[config.mk]
export PLATFORM = sky130hd
export DESIGN_NAME = multicycle_controller
export DESIGN_NICKNAME = d
export VERILOG_FILES = /design/src/rtl/riscv_pkg.sv /design/src/rtl/alu_decoder.sv /design/src/rtl/multicycle_controller.sv
export SDC_FILE = /design/constraint.sdc
export NUM_CORES = 1
export LEC_CHECK = 0
export ABC_AREA = 1
export ABC_CLOCK_PERIOD_IN_PS = 4280
export BUFFER_PORTS_ARGS = -buffer_cell sky130_fd_sc_hd__buf_2
export CAP_MARGIN = 30
export CORE_UTILIZATION = 52
export DETAILED_ROUTE_END_ITERATION = 10
export PLACE_DENSITY = 0.82
export SKIP_CTS_REPAIR_TIMING = 1
export SYNTH_ARGS = -nofsm -noshare
export SYNTH_HDL_FRONTEND = slang
export SYNTH_SLANG_ARGS = --single-unit
[constraint.sdc]
create_clock -name clk -period 4.28 [get_ports clk]
set_clock_uncertainty 0.2 [all_clocks]
set_input_delay 0.428 -clock clk [delete_from_list [all_inputs] [get_ports clk]]
set_output_delay 0.428 -clock clk [all_outputs]
set_load 0.02 [all_outputs]
[src/rtl/riscv_pkg.sv]
// Shared encodings for the multicycle RISC-V controller: FSM states, opcodes,
// mux selects, ALU operations and the per-state control word.
package riscv_pkg;

  typedef enum logic [3:0] {
    S_FETCH    = 4'd0,
    S_DECODE   = 4'd1,
    S_MEMADR   = 4'd2,
    S_MEMREAD  = 4'd3,
    S_MEMWB    = 4'd4,
    S_MEMWRITE = 4'd5,
    S_EXECUTER = 4'd6,
    S_EXECUTEI = 4'd7,
    S_ALUWB    = 4'd8,
    S_BEQ      = 4'd9,
    S_JAL      = 4'd10
  } state_t;

  localparam logic [6:0] OP_LW    = 7'b0000011;
  localparam logic [6:0] OP_SW    = 7'b0100011;
  localparam logic [6:0] OP_RTYPE = 7'b0110011;
  localparam logic [6:0] OP_ITYPE = 7'b0010011;
  localparam logic [6:0] OP_BEQ   = 7'b1100011;
  localparam logic [6:0] OP_JAL   = 7'b1101111;

  localparam logic [1:0] IMM_I = 2'b00;
  localparam logic [1:0] IMM_S = 2'b01;
  localparam logic [1:0] IMM_B = 2'b10;
  localparam logic [1:0] IMM_J = 2'b11;

  localparam logic [2:0] ALU_ADD = 3'b000;
  localparam logic [2:0] ALU_SUB = 3'b001;
  localparam logic [2:0] ALU_AND = 3'b010;
  localparam logic [2:0] ALU_OR  = 3'b011;
  localparam logic [2:0] ALU_SLT = 3'b101;

  localparam logic [1:0] RES_ALUOUT    = 2'b00;
  localparam logic [1:0] RES_DATA      = 2'b01;
  localparam logic [1:0] RES_ALURESULT = 2'b10;

  localparam logic [1:0] SRCA_PC    = 2'b00;
  localparam logic [1:0] SRCA_OLDPC = 2'b01;
  localparam logic [1:0] SRCA_RS1   = 2'b10;

  localparam logic [1:0] SRCB_RS2  = 2'b00;
  localparam logic [1:0] SRCB_IMM  = 2'b01;
  localparam logic [1:0] SRCB_FOUR = 2'b10;

  typedef enum logic [1:0] {
    ALUOP_ADD   = 2'b00,
    ALUOP_SUB   = 2'b01,
    ALUOP_FUNCT = 2'b10
  } aluop_t;

  typedef struct packed {
    logic       adr_src;
    logic       mem_write;
    logic       ir_write;
    logic       reg_write;
    logic [1:0] result_src;
    logic [1:0] alu_src_a;
    logic [1:0] alu_src_b;
    aluop_t     alu_op;
    logic       branch;
    logic       pc_update;
  } ctrl_t;

  // Moore control word for a state; anything not set stays at zero / add.
  function automatic ctrl_t state_ctrl(input state_t st);
    ctrl_t c;
    c            = '0;
    c.alu_op     = ALUOP_ADD;
    case (st)
      S_FETCH: begin
        c.ir_write   = 1'b1;
        c.alu_src_b  = SRCB_FOUR;
        c.result_src = RES_ALURESULT;
        c.pc_update  = 1'b1;
      end
      S_DECODE: begin
        c.alu_src_a = SRCA_OLDPC;
        c.alu_src_b = SRCB_IMM;
      end
      S_MEMADR: begin
        c.alu_src_a = SRCA_RS1;
        c.alu_src_b = SRCB_IMM;
      end
      S_MEMREAD: begin
        c.adr_src    = 1'b1;
        c.result_src = RES_ALUOUT;
      end
      S_MEMWRITE: begin
        c.adr_src    = 1'b1;
        c.result_src = RES_ALUOUT;
        c.mem_write  = 1'b1;
      end
      S_MEMWB: begin
        c.result_src = RES_DATA;
        c.reg_write  = 1'b1;
      end
      S_EXECUTER: begin
        c.alu_src_a = SRCA_RS1;
        c.alu_src_b = SRCB_RS2;
        c.alu_op    = ALUOP_FUNCT;
      end
      S_EXECUTEI: begin
        c.alu_src_a = SRCA_RS1;
        c.alu_src_b = SRCB_IMM;
        c.alu_op    = ALUOP_FUNCT;
      end
      S_ALUWB: begin
        c.result_src = RES_ALUOUT;
        c.reg_write  = 1'b1;
      end
      S_BEQ: begin
        c.alu_src_a  = SRCA_RS1;
        c.alu_src_b  = SRCB_RS2;
        c.alu_op     = ALUOP_SUB;
        c.result_src = RES_ALUOUT;
        c.branch     = 1'b1;
      end
      S_JAL: begin
        c.alu_src_a  = SRCA_OLDPC;
        c.alu_src_b  = SRCB_FOUR;
        c.result_src = RES_ALUOUT;
        c.pc_update  = 1'b1;
      end
      default: begin
        c.alu_op = ALUOP_ADD;
      end
    endcase
    return c;
  endfunction

endpackage

[src/rtl/alu_decoder.sv]
// Maps the FSM's ALUOp plus instruction funct fields to an ALU operation.
module alu_decoder
  import riscv_pkg::*;
(
  input  aluop_t     alu_op,
  input  logic [2:0] funct3,
  input  logic       funct7b5,
  input  logic       op5,
  output logic [2:0] alu_control
);

  // sub only for R-type with funct7b5 set; I-type addi ignores instr[30]
  always_comb begin
    alu_control = ALU_ADD;
    case (alu_op)
      ALUOP_ADD: alu_control = ALU_ADD;
      ALUOP_SUB: alu_control = ALU_SUB;
      ALUOP_FUNCT: begin
        case (funct3)
          3'b000: begin
            if (op5 && funct7b5) begin
              alu_control = ALU_SUB;
            end else begin
              alu_control = ALU_ADD;
            end
          end
          3'b010:  alu_control = ALU_SLT;
          3'b110:  alu_control = ALU_OR;
          3'b111:  alu_control = ALU_AND;
          default: alu_control = ALU_ADD;
        endcase
      end
      default: alu_control = ALU_ADD;
    endcase
  end

endmodule

[src/rtl/multicycle_controller.sv]
// Multicycle RISC-V control FSM. The control word is registered alongside
// the state, so every Moore output is a clean flop output.
module multicycle_controller
  import riscv_pkg::*;
(
  input  logic       clk,
  input  logic       rst_n,
  input  logic [6:0] op,
  input  logic [2:0] funct3,
  input  logic       funct7b5,
  input  logic       Zero,
  output logic       PCWrite,
  output logic       AdrSrc,
  output logic       MemWrite,
  output logic       IRWrite,
  output logic       RegWrite,
  output logic [1:0] ResultSrc,
  output logic [1:0] ALUSrcA,
  output logic [1:0] ALUSrcB,
  output logic [1:0] ImmSrc,
  output logic [2:0] ALUControl
);

  state_t state_q, state_d;
  ctrl_t  ctrl_q, ctrl_d;

  // Next-state selection; unsupported opcodes fall back to FETCH from DECODE
  always_comb begin
    state_d = S_FETCH;
    case (state_q)
      S_FETCH: state_d = S_DECODE;
      S_DECODE: begin
        case (op)
          OP_LW, OP_SW: state_d = S_MEMADR;
          OP_RTYPE:     state_d = S_EXECUTER;
          OP_ITYPE:     state_d = S_EXECUTEI;
          OP_BEQ:       state_d = S_BEQ;
          OP_JAL:       state_d = S_JAL;
          default:      state_d = S_FETCH;
        endcase
      end
      S_MEMADR: begin
        if (op == OP_LW) begin
          state_d = S_MEMREAD;
        end else begin
          state_d = S_MEMWRITE;
        end
      end
      S_MEMREAD:  state_d = S_MEMWB;
      S_EXECUTER: state_d = S_ALUWB;
      S_EXECUTEI: state_d = S_ALUWB;
      S_JAL:      state_d = S_ALUWB;
      S_MEMWB:    state_d = S_FETCH;
      S_MEMWRITE: state_d = S_FETCH;
      S_ALUWB:    state_d = S_FETCH;
      S_BEQ:      state_d = S_FETCH;
      default:    state_d = S_FETCH;
    endcase
    ctrl_d = state_ctrl(state_d);
  end

  // State and control-word register; reset parks both on FETCH
  always_ff @(posedge clk or negedge rst_n) begin
    if (!rst_n) begin
      state_q <= S_FETCH;
      ctrl_q  <= state_ctrl(S_FETCH);
    end else begin
      state_q <= state_d;
      ctrl_q  <= ctrl_d;
    end
  end

  // Immediate format follows the opcode in every state
  always_comb begin
    ImmSrc = IMM_I;
    case (op)
      OP_LW, OP_ITYPE: ImmSrc = IMM_I;
      OP_SW:           ImmSrc = IMM_S;
      OP_BEQ:          ImmSrc = IMM_B;
      OP_JAL:          ImmSrc = IMM_J;
      default:         ImmSrc = IMM_I;
    endcase
  end

  alu_decoder u_alu_decoder (
    .alu_op      (ctrl_q.alu_op),
    .funct3      (funct3),
    .funct7b5    (funct7b5),
    .op5         (op[5]),
    .alu_control (ALUControl)
  );

  assign PCWrite   = ctrl_q.pc_update | (ctrl_q.branch & Zero);
  assign AdrSrc    = ctrl_q.adr_src;
  assign MemWrite  = ctrl_q.mem_write;
  assign IRWrite   = ctrl_q.ir_write;
  assign RegWrite  = ctrl_q.reg_write;
  assign ResultSrc = ctrl_q.result_src;
  assign ALUSrcA   = ctrl_q.alu_src_a;
  assign ALUSrcB   = ctrl_q.alu_src_b;

endmodule

==> out/summary.md, run 1 <==
The run gives 1.67 ns as the arrival time at the worst endpoint. In the final routed layout, each cell accounts on average for 9.36 um. The routed length on met1 is 639 um. In this run the tightest slew margin relative to its limit is 76.5%. The critical path goes through inv_1 > ha_1 > or2_2 > nor4_1 > buf_2.

The via density per instance works out to 4.70. The highest cell delay on the worst timing path works out to 0.37 ns. The wire length on met2 is 711 um, and the synthesized area divided by synthesized cell count is 8.48 um2.

The kind of launch point of the worst setup path is a flip-flop. The overall global routing resource usage is 16.7%, and the highest clock frequency the design can meet is 0.435 GHz. For this block, the initial DRC count from the detailed router was 16.

The run gives 0 as the max-capacitance violation count. For this design, the slowest cell found on the critical path is dfrtp_1. Clock-pin slew was measured on the worst setup and hold paths at 0.09 ns. The register area is 430 um2, and the switching power as a share of total power is 35.6%.

Setup repair after global routing left no endpoint under its margin. Floorplan die height: 44.0 um. The run gives 0.469 mW as the overall power. Setup violations remaining at the end of the flow were counted as 0. For the number of nets with antenna violations after routing, the log shows 0.

STA classifies the critical path endpoint as a primary output. The congestion estimate from routability-driven global placement came to 0.923. The total of buffers placed on input and output ports is 29, and the HPWL after detailed placement is 1200 um.

The critical path buffer and inverter count works out to 2. The tools report the number of cells produced by synthesis as 108. In this run the power spent charging and discharging nets is 0.167 mW. The residual overflow from global routing is 0, and the area overhead of the layout relative to synthesis is 17.2%.

In the final design database the tool counted 153 nets. The flow ran to the end, but the final reports show violations. Counting the fill cells in the layout gives 131. The run gives 1 as the maximum level of the CTS H-tree. During synthesis, Yosys emitted a total of 0 warnings. The boundary pin count is 30.

The library cell used most frequently in the layout, excluding fill and tap cells, is buf_2. STA puts the critical path data required time at 3.65 ns. Setup total negative slack on the finished layout was measured at 0 ns. The depth of the critical timing path with buffers and inverters included is 5. The share of cell area taken by muxes after synthesis was 0%; the wire length of the first global-routing pass was 2390 um. The clock passes through at most 2 buffers. The final reports fail on design-rule violations. Along the worst path, the maximum fanout reaches 3. For the number of antenna violations at the first check in global routing, the log shows 0. The clock net in this run drives a total of 17 sinks. The highest ir drop seen on vdd was 380 uV. The core area was 1580 um2. The number of antenna diodes came out at 0. The final clock period utilization by the worst path was 53.7%; the width of the die was 44.0 um. Once the floorplan was initialized, standard cells occupied 58.1% of the core. Per report_power, the sequential group accounts for 47.4% of the total. Clock tree synthesis inserted a total of 3 buffers. Hold timing on the final database bottoms out at a slack of 0.262 ns. For the worst-skew pair, the clock arrives at the later sink with an insertion delay of 0.28 ns. Entering global routing, the biggest net connects 18 pins. The number of distinct standard cells referenced by the synthesized netlist came out at 22. TritonCTS built the clock tree. Cell type group with the largest total delay on the critical path: simple AND/OR/NAND/NOR gates.

The internal power summed over all cells was 0.302 mW; the total via count after detailed routing was 715. The clock share of power was 17.0%; the synthesis-stage register bit count was 17. The initialized floorplan defines 14 standard-cell rows. The tools report the sequential element share of the synthesized area as 47.0%.

The slew at the pin with the worst max-slew slack came out at 0.353 ns. Summing the areas of all and, or, nand and nor instances in the mapped netlist gives 31.7% of the synthesized area. Counting instances, the worst hold path has a depth of 3. The depth of the most critical reg-to-reg path is 8, and the ratio of cells with drive above 1 in the final layout is 41.9%. The worst setup path category is flip-flop to primary output.

The number of hold violations in the final report came out at 0. After Yosys synthesis, XOR and XNOR cells account for 0% of the synthesized area. The logs give 632 for the number of global-route vias before repair and 35.6% for the logic gate share of total power. The die covers 1930 um2. In the detailed route, the total length drawn on met3 is 70 um. In the routed design, unresolved DRC markers number 4.

In the layout the commonest cells are buf_2, inv_1, nand2_1, dfrtp_1. The area fraction in compound gates after synthesis was 4.23%; the area of the mapped netlist was 916 um2. After Yosys synthesis, full adders, half adders and majority gates account for 2.73% of the synthesized area. The tools report the net count after synthesis as 124. The routed design has 1420 um of wire. The clock period minus final worst setup slack was 2.30 ns. After synthesis, the largest family of logic cells by area is simple AND/OR/NAND/NOR gates. In this run the worst hold path is classified as primary input to flip-flop. The run gives 0 as the final max-slew violation count.

Summing all multi-input logic gate instances after layout gives 354 um2. The uppermost layer routed was met3. The first detailed-routing pass took 9 iterations. For this design the static power due to leakage is 0.673 nW. CTS placed an instance of clkbuf_4 at the clock tree root.

Power spread over the standard cell area amounts to 436 nW/um2.
==> cell families (layout without fill, tap and decap cells) <==
family                     count (synthesis)  in the layout
AOI/OAI and AO/OA                          6              6
adders and majority gates                  2              2
buffers and inverters                     29             57
DFF                                       17             17
and+or+nand+nor                           54             54
==> registers in the layout, summed over array words and instances (netlist names) <==
register,cells
state_q,4
ctrl_q,3
ResultSrc,2
ALUSrcA,2
ALUSrcB,2
AdrSrc,1
RegWrite,1
IRWrite,1
MemWrite,1
==> worst register-to-register path, delay by kind of cell (launching register included) <==
kind | cells | cell delay [ns]
buffers and inverters | 1 | 0.07
DFF | 1 | 0.41
and+or+nand+nor | 7 | 0.78
==> stage by stage <==
stage | utilization [%] | instances | area, um2 | setup slack [ns]
6_report | 68.1 | 152 | 1070 | 1.98
5_1_grt | 68.1 | 152 | 1070 | 1.90
4_1_cts | 67.5 | 151 | 1060 | 1.96
3_5_place_dp | 65.7 | 147 | 1040 | 2.29
3_3_place_gp | 65.7 | 147 | 1040 | 2.32
2_1_floorplan | - | 108 | 916 | 2.04
==> cell usage after synthesis, drive strengths merged <==
library cell / n / share of area, %
o22ai: 1 / 0.68
nand2: 24 / 12
or2: 1 / 0.68
nor2: 16 / 10
a31oi: 1 / 0.68
inv: 23 / 9.4
buf: 6 / 4.9
dfstp: 4 / 11
ha: 2 / 2.7
o21ai: 1 / 0.55
a21o: 1 / 0.82
a21oi: 2 / 1.5
nand3: 12 / 8.2
dfrtp: 13 / 36
nor4: 1 / 0.68
==> area by class of cell <==
| cell class | count | area share [%] |
|---|---|---|
| clock buffers | 3 | 2.10 |
| clock inverters | 1 | 0.466 |
| inverters | 23 | 8.04 |
| multi-input cells | 62 | 33.0 |
| flip-flops and latches | 17 | 40.1 |
| well taps | 16 | 1.86 |
| repair buffers | 30 | 14.5 |
==> worst paths after layout <==
kind	startpoint	end	slack [ns]
worst max-delay path	ctrl_q[2]$_DFF_PN0_	ALUControl[2]	1.98
worst min-delay path	op[4]	ctrl_q[3]$_DFF_PN0_	0.26
worst min register to register	state_q[1]$_DFF_PN0_	AdrSrc$_DFF_PN0_	0.42
worst max register to register	state_q[3]$_DFF_PN0_	ALUSrcB[0]$_DFF_PN0_	2.71
min in group asynchronous	rst_n	ctrl_q[2]$_DFF_PN0_	0.38
max in group asynchronous	rst_n	IRWrite$_DFF_PN1_	3.20
==> power by group through the flow <==
stage                     Sequential (mW)  Combinational [mW]  Clock [mW]
final                               0.222               0.167      0.0796
after global placement              0.225               0.165           0
after CTS                           0.223               0.168      0.0842
after detailed placement            0.226               0.168           0
after global routing                0.226               0.185      0.0896
after floorplan                     0.232               0.137           0
==> per-layer routing <==
metal | vias up | global-route usage, %
met4 | 0 | 1.82
met3 | 0 | 5.00
met5 | - | 0
met1 | 318 | 20.6
li1 | 380 | -
met2 | 17 | 29.9
Note: power is estimated with default switching activity, not from simulation.
==> inputs of run 2 (changes only) <==
--- a/config.mk
+++ b/config.mk
@@ -5,13 +5,13 @@
 export SDC_FILE = /design/constraint.sdc
 export NUM_CORES = 1
 export LEC_CHECK = 0
-export ABC_AREA = 1
-export ABC_CLOCK_PERIOD_IN_PS = 4280
+export ABC_AREA = 0
+export ABC_CLOCK_PERIOD_IN_PS = 2100
 export BUFFER_PORTS_ARGS = -buffer_cell sky130_fd_sc_hd__buf_2
 export CAP_MARGIN = 30
-export CORE_UTILIZATION = 52
+export CORE_UTILIZATION = 44
 export DETAILED_ROUTE_END_ITERATION = 10
-export PLACE_DENSITY = 0.82
+export PLACE_DENSITY = 0.74
 export SKIP_CTS_REPAIR_TIMING = 1
 export SYNTH_ARGS = -nofsm -noshare
 export SYNTH_HDL_FRONTEND = slang
==> constraint.sdc (replaced) <==
create_clock -name clk -period 2.1 [get_ports clk]
set_clock_uncertainty 0.2 [all_clocks]
set_input_delay 0.21 -clock clk [delete_from_list [all_inputs] [get_ports clk]]
set_output_delay 0.21 -clock clk [all_outputs]
set_load 0.02 [all_outputs]
==> out/summary.md, run 2 <==
In this run the critical register-to-register path is launched from state_q[3]$_DFF_PN0_. The number of flops mapped to enable cells by yosys is 0, and the hold-critical path depth is 3. At the end of routability-driven placement, the weighted congestion stood at 0.846.

The wire length of the first global-routing pass is 2940 um. The worst pin sits at a relative slew slack of 68.5%. In this run the cell area of the synthesized design comes to 930 um2. For the final max-slew violation count, the log shows 0. The kind of launch point of the worst setup path is a flip-flop.

The register with the most flip-flops in the layout has 4 of them. The initialized floorplan defines 16 standard-cell rows. The number of cells produced by synthesis is 89. Final hold analysis gives a worst-case slack of 0.0130 ns. Combinational logic is responsible for 43.2% of the overall power.

Total via count after detailed routing: 806. After the last flow step, the layout net total stands at 147. Max-cap violations in this run came to 0. Yosys attributes the largest share of cell area to dfrtp_1, dfstp_2, buf_4.

Leaving out fill and tap cells, the most frequent cells in the layout are buf_2, buf_4, dfrtp_1, nor2_1. The tools report the highest clock frequency the design can meet as 0.488 GHz. The final clock period utilization by the worst path was 97.6%; the net count after synthesis was 105. More flip-flops sit in one register than any other, and that register is state_q. Number of hold violations in the final report: 0. The via density per instance is 5.13. In the final timing run, aggregate negative setup slack is 0 ns. In this run the remaining antenna-violating nets after routing total 0.

After the first detailed-routing iteration, the DRC count stood at 16. The worst path needs 2.05 ns of the cycle, external delays included. Dividing the synthesized area by the synthesized cell count gives 10.4 um2.

Dominant cell type by area after synthesis: dfrtp_1. Entering global routing, the biggest net connects 18 pins. The first detailed-routing pass ran for 4 iterations.

The floorplan die height is 48.0 um. After clock tree synthesis, the clock-pin slew on the worst setup and hold paths is 0.09 ns. The synthesis-stage register bit count is 17, and the buffer levels on the longest clock path is 2. At the worst endpoint, the required time is 2.07 ns.

For this configuration, the core starts out at a cell density of 46.9%. After synthesis, the share of flip-flops with an asynchronous set or reset is 100%. The core region is 1980 um2. Yosys synthesis warning count: 0. The worst setup path category was flip-flop to flip-flop. The tools report the number of antenna violations at the first check in global routing as 0.

The count of unresolved DRC violations after routing came out at 0. The ratio of cells with drive above 1 in the final layout works out to 48.5%. Yosys mapped the design onto 37 distinct sky130hd cell types. TritonCTS built the clock tree.

Net switching is 33.5% of the power. The clock latency of the later-clocked register in the worst-skew pair was 0.28 ns; the boundary pin count was 30. For the worst flop-to-flop path, the logic depth is 5. The endpoint of the most critical register-to-register path is ALUSrcA[1]$_DFF_PN0_. Sum of routed wire length over all layers: 1890 um. In this run the register-to-register setup slack is 0.05 ns.

Residual overflow from global routing: 0. The CTS buffer count was 3. Predominant post-synthesis flop cell: dfrtp_1. Number of global-route vias before repair: 679. Of the post-synthesis cell area, the dominant cell type holds 35.0%. In this run the static leakage power is 0.610 nW. The overall power is 1.09 mW. The path with the worst hold slack has its endpoint at ctrl_q[3]$_DFF_PN0_. The kind of capture point of the worst setup path was a flip-flop. Power spread over the standard cell area amounts to 886 nW/um2.

In this run the clock root is driven by a clkbuf_4. The share of total power dissipated in the clock network is 15.2%. The wire-length estimate of the detail-placed layout is 1450 um. Leading cell type in the layout, fill and taps excluded: buf_2. The largest registers in the layout are state_q: 4 flops, ctrl_q: 3 flops. The count of buffers added on input and output ports is 29.

After synthesis, flip-flops and latches occupy 46.3% of the total area. In this run the worst hold path is classified as primary input to flip-flop. The clock drives 17 sinks.

The routed wirelength normalized by instance count works out to 12.0 um. For this run, the share of the core covered by cells in the final layout is 62.1%. In this run the most critical hold path is launched from op[4]. In this run the worst path has a maximum fanout of 4. The run finished with clean final reports. The logs give 0 for the number of antenna diodes and 18.2% for the overall global routing resource usage. Width of the die: 48.0 um. The tools report the maximum level of the CTS H-tree as 1. The logs give 2.01 ns for the arrival time at the worst endpoint and 2300 um2 for the area enclosed by the die boundary. In this run, flip-flops and latches consume 41.5% of the power.

The internal power summed over all cells was 0.725 mW; the highest ir drop seen on vdd was 393 uV. Ranked by instance count, the synthesized netlist is headed by dfrtp_1, nor2_1, buf_4, inv_1, nor3_1. In the post-synthesis netlist, the cell with the most instances is dfrtp_1. Setup violations remaining at the end of the flow were counted as 0.

The slew at the pin with the worst max-slew slack was 0.471 ns; the switching power total was 0.365 mW. From synthesis to final layout, the design area changed by 32.3%.
==> run 2: changes by cell type after synthesis, moves of 3 or more <==
cell     previous run  this run
nand2_1            18         4
nor2_2              4         0
o21a_1              0         3
nand3_2             3         0
nand3_1             9         0
nor3_1              0         6
nor2_4              3         0
inv_1              21         6
nand2_2             5         0
==> run 2: stage by stage <==
stage	cells	cell area (um2)	worst slack [ns]
after global placement	149	1130	0.0834
after CTS	153	1160	0.0134
final	157	1230	0.0510
after global routing	157	1230	-0.0137
after floorplan	89	930	0.00747
after detailed placement	149	1130	0.0309
==> run 2: power groups by stage <==
stage                     Combinational (mW)  Clock, mW  Sequential (mW)
after CTS                              0.430      0.170            0.452
after detailed placement               0.427          0            0.460
after global placement                 0.425          0            0.455
final                                  0.471      0.166            0.453
after global routing                   0.518      0.186            0.466
after floorplan                        0.290          0            0.474
==> run 2: cell families after synthesis <==
logic type,share of synthesized area (%)
fa+ha+maj,2.69
compound gates,15.1
xor+xnor,0.942
simple gates,25.4
buf+inv,8.48
flops,46.3
mux,1.08
==> run 2: worst max-delay path by stage <==
stage | from | to | slack (ns) | cells after the start
after CTS | state_q[1]$_DFF_PN0_ | ALUSrcA[1]$_DFF_PN0_ | 0.01 | 5
after global routing | state_q[3]$_DFF_PN0_ | ALUSrcA[1]$_DFF_PN0_ | -0.01 | 5
after global placement | state_q[3]$_DFF_PN0_ | ALUSrcB[0]$_DFF_PN0_ | 0.08 | 5
final | state_q[3]$_DFF_PN0_ | ALUSrcA[1]$_DFF_PN0_ | 0.05 | 5
after floorplan | state_q[2]$_DFF_PN0_ | ALUSrcA[0]$_DFF_PN0_ | 0.007 | 5
after detailed placement | state_q[0]$_DFF_PN0_ | ALUSrcA[1]$_DFF_PN0_ | 0.03 | 5
==> run 2: critical path: stages (launching register included) <==
cell,delay (ns)
dfrtp_1,0.44
or4b_2,0.67
o2bb2ai_2,0.18
o21a_1,0.17
nand2b_1,0.17
o21bai_1,0.10
==> run 2: metal layers <==
metal / global-route usage [%] / vias up / wire [um]
li1: - / 395 / -
met1: 25.1 / 388 / 890
met2: 29.7 / 23 / 941
met3: 1.89 / 0 / 58
met4: 5.56 / 0 / 0
met5: 0 / - / 0
==> run 2: area by class of cell <==
cell class                      count  area, um2
Fill cell                         170        752
Clock buffer                        4       26.3
Timing Repair Buffer               44        267
Tap cell                           27       33.8
Inverter                            6       22.5
Multi-Input combinational cell     59        448
Sequential cell                    17        433
